===== src/rtl/sram_io_host.sv =====
`default_nettype none
// ============================================================================
// Module   : sram_io_host
// Brief    : Host-side serial driver for the SRAM serial I/O controller.
//            Serialises write/read commands onto SI/LOAD_N/CTRL and shifts
//            read data back in from SO.
// Revision : 1.0 - initial release
// ============================================================================
module sram_io_host #(
    parameter int MEMORY_DATA_WIDTH = 8,
    parameter int MEMORY_ADDR_WIDTH = 9,
    parameter int SLOT_CYCLES       = 6,
    parameter int TIMEOUT_CYCLES    = 64
) (
    input  logic                         CLK,
    input  logic                         BGN,
    input  logic                         CMD_VLD,
    output logic                         CMD_RDY,
    input  logic                         CMD_WR,
    input  logic [MEMORY_ADDR_WIDTH-1:0] CMD_ADDR,
    input  logic [MEMORY_DATA_WIDTH-1:0] CMD_WDATA,
    output logic                         RSP_VLD,
    output logic                         RSP_ERR,
    output logic [MEMORY_DATA_WIDTH-1:0] RSP_RDATA,
    output logic                         SI,
    output logic                         LOAD_N,
    output logic [1:0]                   CTRL,
    input  logic                         SO,
    input  logic                         RDY
);

    localparam int SHIFT_BITS = MEMORY_DATA_WIDTH + MEMORY_ADDR_WIDTH;
    localparam int SLOT_W     = (SLOT_CYCLES > 1) ? $clog2(SLOT_CYCLES) : 1;
    localparam int TMO_W      = $clog2(TIMEOUT_CYCLES + 1);
    localparam int BIT_W      = $clog2(SHIFT_BITS);

    localparam logic [SLOT_W-1:0] C_SLOT_LAST  = SLOT_W'(SLOT_CYCLES - 1);
    localparam logic [SLOT_W-1:0] C_SLOT_ONE   = SLOT_W'(1);
    localparam logic [TMO_W-1:0]  C_TMO_LAST   = TMO_W'(TIMEOUT_CYCLES);
    localparam logic [TMO_W-1:0]  C_TMO_ONE    = TMO_W'(1);
    localparam logic [BIT_W-1:0]  C_SHIFT_LAST = BIT_W'(SHIFT_BITS - 1);
    localparam logic [BIT_W-1:0]  C_RDBK_LAST  = BIT_W'(MEMORY_DATA_WIDTH - 1);
    localparam logic [BIT_W-1:0]  C_BIT_ONE    = BIT_W'(1);

    typedef enum logic [2:0] {
        ST_IDLE  = 3'd0,
        ST_SHIFT = 3'd1,
        ST_EXEC  = 3'd2,
        ST_RDBK  = 3'd3,
        ST_DONE  = 3'd4
    } state_t;

    state_t                         state_q,     state_d;
    logic [SLOT_W-1:0]              slot_cnt_q,  slot_cnt_d;
    logic [TMO_W-1:0]               tmo_cnt_q,   tmo_cnt_d;
    logic [BIT_W-1:0]               bit_cnt_q,   bit_cnt_d;
    logic [SHIFT_BITS-1:0]          sreg_q,      sreg_d;
    logic                           wr_q,        wr_d;
    logic                           err_q,       err_d;
    logic [MEMORY_DATA_WIDTH-1:0]   rd_shadow_q, rd_shadow_d;
    logic [MEMORY_DATA_WIDTH-1:0]   rsp_rdata_q, rsp_rdata_d;

    logic                           w_in_slot;
    logic                           w_slot_max;
    logic [MEMORY_DATA_WIDTH-1:0]   w_rd_next;

    assign w_in_slot  = (state_q == ST_SHIFT) || (state_q == ST_EXEC) || (state_q == ST_RDBK);
    assign w_slot_max = (slot_cnt_q == C_SLOT_LAST);
    // Read bits arrive LSB first, so shift them in at the top.
    assign w_rd_next  = {SO, rd_shadow_q[MEMORY_DATA_WIDTH-1:1]};

    always_comb begin
        state_d     = state_q;
        slot_cnt_d  = slot_cnt_q;
        tmo_cnt_d   = tmo_cnt_q;
        bit_cnt_d   = bit_cnt_q;
        sreg_d      = sreg_q;
        wr_d        = wr_q;
        err_d       = err_q;
        rd_shadow_d = rd_shadow_q;
        rsp_rdata_d = rsp_rdata_q;

        case (state_q)
            ST_IDLE: begin
                if (CMD_VLD) begin
                    state_d     = ST_SHIFT;
                    sreg_d      = {CMD_ADDR, (CMD_WR ? CMD_WDATA : '0)};
                    wr_d        = CMD_WR;
                    err_d       = 1'b0;
                    slot_cnt_d  = '0;
                    tmo_cnt_d   = '0;
                    bit_cnt_d   = '0;
                    rd_shadow_d = '0;
                end
            end
            ST_SHIFT, ST_EXEC, ST_RDBK: begin
                if (!w_slot_max) begin
                    slot_cnt_d = slot_cnt_q + C_SLOT_ONE;
                end else if (!RDY) begin
                    if (tmo_cnt_q == C_TMO_LAST) begin
                        state_d = ST_DONE;
                        err_d   = 1'b1;
                    end else begin
                        tmo_cnt_d = tmo_cnt_q + C_TMO_ONE;
                    end
                end else begin
                    slot_cnt_d = '0;
                    tmo_cnt_d  = '0;
                    bit_cnt_d  = bit_cnt_q + C_BIT_ONE;
                    case (state_q)
                        ST_SHIFT: begin
                            sreg_d = sreg_q >> 1;
                            if (bit_cnt_q == C_SHIFT_LAST) begin
                                bit_cnt_d = '0;
                                state_d   = ST_EXEC;
                            end
                        end
                        ST_EXEC: begin
                            if (wr_q) begin
                                state_d = ST_DONE;
                            end else begin
                                rd_shadow_d = w_rd_next;
                                bit_cnt_d   = C_BIT_ONE;
                                state_d     = ST_RDBK;
                            end
                        end
                        default: begin
                            rd_shadow_d = w_rd_next;
                            if (bit_cnt_q == C_RDBK_LAST) begin
                                rsp_rdata_d = w_rd_next;
                                state_d     = ST_DONE;
                            end
                        end
                    endcase
                end
            end
            ST_DONE: begin
                state_d = ST_IDLE;
            end
            default: begin
                state_d = ST_IDLE;
            end
        endcase
    end

    always_ff @(posedge CLK or negedge BGN) begin
        if (!BGN) begin
            state_q     <= ST_IDLE;
            slot_cnt_q  <= '0;
            tmo_cnt_q   <= '0;
            bit_cnt_q   <= '0;
            sreg_q      <= '0;
            wr_q        <= 1'b0;
            err_q       <= 1'b0;
            rd_shadow_q <= '0;
            rsp_rdata_q <= '0;
        end else begin
            state_q     <= state_d;
            slot_cnt_q  <= slot_cnt_d;
            tmo_cnt_q   <= tmo_cnt_d;
            bit_cnt_q   <= bit_cnt_d;
            sreg_q      <= sreg_d;
            wr_q        <= wr_d;
            err_q       <= err_d;
            rd_shadow_q <= rd_shadow_d;
            rsp_rdata_q <= rsp_rdata_d;
        end
    end

    assign CMD_RDY   = (state_q == ST_IDLE);
    assign RSP_VLD   = (state_q == ST_DONE);
    assign RSP_ERR   = (state_q == ST_DONE) && err_q;
    assign RSP_RDATA = rsp_rdata_q;
    assign LOAD_N    = !(w_in_slot && (slot_cnt_q == '0));
    assign SI        = (state_q == ST_SHIFT) ? sreg_q[0] : 1'b0;
    assign CTRL      = (state_q == ST_EXEC) ? (wr_q ? 2'b11 : 2'b01) : 2'b00;

endmodule

`default_nettype wire


===== config.mk =====
export PLATFORM = sky130hd
export DESIGN_NAME = sram_io_host
export DESIGN_NICKNAME = d
export VERILOG_FILES = /design/src/rtl/sram_io_host.sv
export SDC_FILE = /design/constraint.sdc
export NUM_CORES = 1
export LEC_CHECK = 0
export BUFFER_PORTS_ARGS = -buffer_cell sky130_fd_sc_hd__buf_2
export CORE_MARGIN = 2
export CORE_UTILIZATION = 40
export CTS_CLUSTER_DIAMETER = 50
export CTS_CLUSTER_SIZE = 28
export DETAILED_ROUTE_END_ITERATION = 8
export GPL_TIMING_DRIVEN = 0
export SETUP_SLACK_MARGIN = 0.15
export SYNTH_ARGS = -nofsm -noshare
export SYNTH_HDL_FRONTEND = slang
export SYNTH_SLANG_ARGS = --single-unit

===== constraint.sdc =====
create_clock -name CLK -period 5.4 [get_ports CLK]
set_input_delay 0.54 -clock CLK [delete_from_list [all_inputs] [get_ports CLK]]
set_output_delay 0.54 -clock CLK [all_outputs]
set_load 0.02 [all_outputs]

## Word level (Yosys, flattened, before mapping)

Cells that the tools add are included.

- Register bits: 53
- Input port bits: 23
- Output and inout bits: 15
- Logic and storage cells: 98

- Add/subtract/negate cells: 3
- Eq/ne operators: 21
- Muxes and demuxes: 45
- Bitwise gates (word level): 1
- Reduce and logical (&&, ||, !) cells: 19

Operators by type and width:

| kind | number |
|---|---|
| 17-bit 2-to-1 mux | 4 |
| 8-bit 2-to-1 mux | 5 |
| 17-bit one-hot mux with 2 select lines | 1 |
| 8-bit one-hot mux with 2 select lines | 2 |
| 3-bit 2-to-1 mux | 10 |
| 7-bit 2-to-1 mux | 4 |
| 5-bit 2-to-1 mux | 5 |
| 5-bit one-hot mux with 2 select lines | 2 |
| 5-bit AND reduction | 4 |
| 3-bit one-hot mux with 2 select lines | 3 |
| 2-bit inequality test, second input constant | 7 |
| 7-bit one-hot mux with 2 select lines | 1 |
| 3-bit inequality test, second input constant | 4 |
| 4-bit AND reduction | 2 |
| 7-bit by 1-bit adder with 7-bit output, second input constant | 1 |
| 7-bit equality test, second input constant | 1 |
| 3-bit by 2-bit equality test with 1-bit output, second input constant | 2 |
| 3-bit equality test, second input constant | 2 |
| 3-bit zero test | 2 |
| 6-bit AND reduction | 1 |
| 5-bit by 1-bit adder with 5-bit output, second input constant | 1 |
| 5-bit by 3-bit equality test with 1-bit output, second input constant | 1 |
| 5-bit equality test, second input constant | 1 |
| 1-bit 2-to-1 mux | 5 |
| other kinds (15) | 18 |

## Longest topological paths before layout

- Depth in word-level cells: 6
- Depth in mapped cells: 7
- Mapped depth without buffers: 7

## Worst setup path before layout

No wires, ideal clock.

- Kind: flip-flop to flip-flop
- From: reg tmo_cnt_q[3]
- To: reg tmo_cnt_q[6]
- Setup time: 0.134 ns
- Arrival: 1.722 ns
- Required time: 5.266 ns
- Path slack: 3.544 ns
- Stages on the path, launching flop included: 6
- Buffers on the path: 0
- Clock period less this slack: 1.856 ns
- Cell sequence: dfrtp_1 or4_1 o311a_1 o2111ai_1 xor2_1 nor2_1

- Cells in the longest elaborated chain, start to end: 5

RTL lines:

| element | line | source |
|---|---|---|
| from (decl) | 55 | `logic [TMO_W-1:0] tmo_cnt_q, tmo_cnt_d;` |
| from (signal assigned) | 160 | `tmo_cnt_q <= tmo_cnt_d;` |
| 7-bit by 1-bit adder with 7-bit output | 104 | `tmo_cnt_d = tmo_cnt_q + C_TMO_ONE;` |
| 7-bit 2-to-1 mux | 100 | `if (tmo_cnt_q == C_TMO_LAST) begin` |
| 7-bit 2-to-1 mux | 99 | `end else if (!RDY) begin` |
| 7-bit 2-to-1 mux | 97 | `if (!w_slot_max) begin` |
| 7-bit one-hot mux with 2 select lines | 83 | `case (state_q)` |

Parallel ways exist; a longest one is shown, timed or not. The select of a mux whose other input is x is not followed.
A chain may end at the register's enable or synchronous reset.

## Worst setup path in the final report

- From: reg state_q[1]
- To: out LOAD_N

- Cells in the longest elaborated chain, start to end: 5

RTL lines:

| element | line | source |
|---|---|---|
| from (decl) | 53 | `state_t state_q, state_d;` |
| from (signal assigned) | 158 | `state_q <= state_d;` |
| 3-bit by 1-bit equality test with 1-bit output or 3-bit by 2-bit equality test with 1-bit output (tied branches) | 67 | `assign w_in_slot = (state_q == ST_SHIFT) \|\| (state_q == ST_EXEC) \|\| (state_q == ST_RDBK);` |
| 1-bit logical OR | 67 |  |
| 1-bit logical OR * | 67 |  |
| 1-bit logical AND * | 174 | `assign LOAD_N = !(w_in_slot && (slot_cnt_q == '0));` |
| 1-bit zero test * | 174 |  |
| to (decl) | 26 | `output logic LOAD_N,` |

Every way passes the cells marked *; elsewhere a longest branch is shown, timed or not.

==> results.toml <==
[clock_network]
cts_tree = "yes"
cts_made_buffers = 5
root_buffer = "clkbuf_8"
clk_path_buf_depth = 2
clk_pin_slew_ns = 0.09
post_cts_resize_count = 0
postCtsSetupBuffers = 0
cts_sinks = 52
clock_latency_ns = 0.30
htree_levels = 2
hold_buffers = 0

[min_path]
hold_class = "in -> async"

[timing]
period_share_pct = 41.2
clock_skew_ns = 0.00681
setup_violations = 0
fmax_mhz = 449
final-hold-violation-count = 0
tns_ns = 0
slew_viol_final = 0
maxSlewHeadroom_pct = 23.1
min_period_ns = 2.23
worst_slew_pin_slew_ns = 1.15
rsz0062_at_grt = "no"

[critical_path]
startpoint = "state_q[1]$_DFFE_PN0P_"
path_class = "reg -> out"
startpoint_type = "flop"
critPathArrivalTime_ns = 1.69
cp_max_fo = 8
end_kind = "output pin"
timing.rr.start = "bit_cnt_q[1]$_DFFE_PN0P_"
worstPathRequired_ns = 4.86

[global_routing]
grt.total_usage_pct = 17.8
use_met1_pct = 25.2
grt_pass1_wl_um = 10500
antenna_found_initial = 0
grt_pass1_vias = 2236
grt-busiest-layer = "met2"
gr-total-overflow = 0
grt_use_met3_pct = 4.14
grt_max_degree = 53
grtUsageMet2_pct = 27.6

[routing]
drt_first_iter_violations = 108
via_per_inst = 5.48
route.detailed.drc = 0
wirelength_um = 5980
detail-route-antenna-nets = 0
wl_per_cell_um = 14.4
dr_total_vias = 2269
drt_first_pass_iters = 4

[floorplanning]
die_h_um = 85.5
dieArea_sq_um = 7310
floorplan.initialDensity_pct = 41.6
die_width_um = 85.5
rows = 29
ioPinCount = 38
core_area_sq_um = 6390

[logic_synthesis]
yosys.area.top_type = "dfrtp_1"
synth_cells = 293
avgSynthCellArea_sq_um = 9.07
synth_cell_type_count = 48
synth_fp_nets = 320
yosys-top-cells-area = "dfrtp_1 (49%), nand2_1 (7.5%), nor2_1 (4.7%)"
ys_seq_elements = 52
synth_top_area_share_pct = 49.0
synthFlopType = "dfrtp_1"
postSynth.asyncResetShare_pct = 100
ys_seq_area_share_pct = 49.0
ys_warn_count = 0
synthesis.area_sq_um = 2660
synth_edf_count = 0

[run_status]
status = "finished, final reports clean"

[job]
maxCapViolCount = 0

[layout]
syn_to_final_growth_pct = 13.9
final_area_sq_um = 3030
layout-drive-gt1-share_pct = 18.7
num-fill-cells = 657
nets = 363
diodes = 0
utilization_pct = 47.4

[power_and_ir_drop]
max-vdd-ir-drop_uv = 164
power_w = 0.00142
power_density_nw_per_um2 = 470
power_leakage_nw = 1.41

[place]
dp_hpwl_um = 4280
portBuffers = 36
gp_congestion = 0.901
place_area_sq_um = 2930
## final timing paths
path                                               to  slack (ns)  cells past startpoint
max reg2reg                  RSP_RDATA[1]$_DFFE_PN0P_        3.33                      5
min reg2reg                rd_shadow_q[1]$_DFFE_PN0P_        0.50                      2
max in group asynchronous   slot_cnt_q[1]$_DFFE_PN0P_        4.23                      1
min                          bit_cnt_q[1]$_DFFE_PN0P_        0.47                      1
max                                            LOAD_N        3.17                      6
min in group CLK               sreg_q[16]$_DFFE_PN0P_        0.47                      3
## through the flow
| step | hold slack (ns) | setup WS, ns | cells |
|---|---|---|---|
| after floorplan | 0.244 | 3.54 | 293 |
| after global placement | 0.469 | 3.27 | 406 |
| after detailed placement | 0.484 | 3.24 | 406 |
| after CTS | 0.460 | 3.16 | 414 |
| after global routing | 0.455 | 3.01 | 414 |
| final | 0.471 | 3.17 | 414 |
## synth_stat cells (4+ instances only)
cell type,count
a31oi_1,16
ha_1,4
nor2_1,33
nand3b_1,4
nor3_1,9
clkbuf_1,13
a21oi_1,6
nand3_1,14
inv_1,8
o21ai_0,20
buf_2,4
nand2_1,53
dfrtp_1,52
mux2_2,9
or4_1,4
## routing by layer
layer	part of all wire (%)	up-vias
li1	-	1130
met1	48	1092
met2	47	45
met3	4.2	2
met4	0.72	0
met5	0	-
## flip-flops by register name (all words and copies together), names as in the netlist
name,cells
sreg_q,17
RSP_RDATA,8
rd_shadow_q,7
tmo_cnt_q,7
bit_cnt_q,5
slot_cnt_q,3
state_q,3
err_q,1
wr_q,1
## cells by family after synthesis
kind of cell | share of synthesized area [%]
multiplexers | 4.19
adder cells (fa/ha/maj) | 1.88
flip-flops | 49.0
XOR/XNOR | 0.660
buffers and inverters | 4.00
AND/OR/NAND/NOR | 23.6
AO/OA/AOI/OAI | 16.7
## report_power, final
group          leakage, nW  switching, W  internal [W]
Clock               0.0445      0.000126      0.000104
Combinational        0.705      0.000363      0.000218
Sequential           0.659     0.0000932      0.000517
Total                 1.41      0.000582      0.000839
## cell type report
class	count	area, sq um	share of cell area, %
Buffer	18	76.3	2.52
Sequential cell	52	1300	43.0
Tap cell	77	96.3	3.18
Clock buffer	7	86.3	2.85
Multi-Input combinational cell	215	1250	41.3
Timing Repair Buffer	36	180	5.95
Inverter	8	30.0	0.992
Clock inverter	1	7.51	0.248
## critical path: stages, from the launching register on
cell,delay [ns]
dfrtp_1,0.46
nor2_1,0.30
or2_0,0.15
buf_2,0.18
nor2_1,0.07
nand2_1,0.06
buf_2,0.16
## cells in the final DEF, fill, tap and decap left out, types with 3 or more instances in the layout
cell type   n
nand2_1    53
dfrtp_1    52
buf_2      40
nor2_1     33
o21ai_0    20
a31oi_1    16
clkbuf_1   14
nand3_1    14
nor3_1      9
mux2_2      9
inv_1       8
a21oi_1     6
clkbuf_8    6
nand3b_1    4
or4_1       4
ha_1        4
o31ai_1     3
No activity file was read; power rests on OpenSTA's default activity.
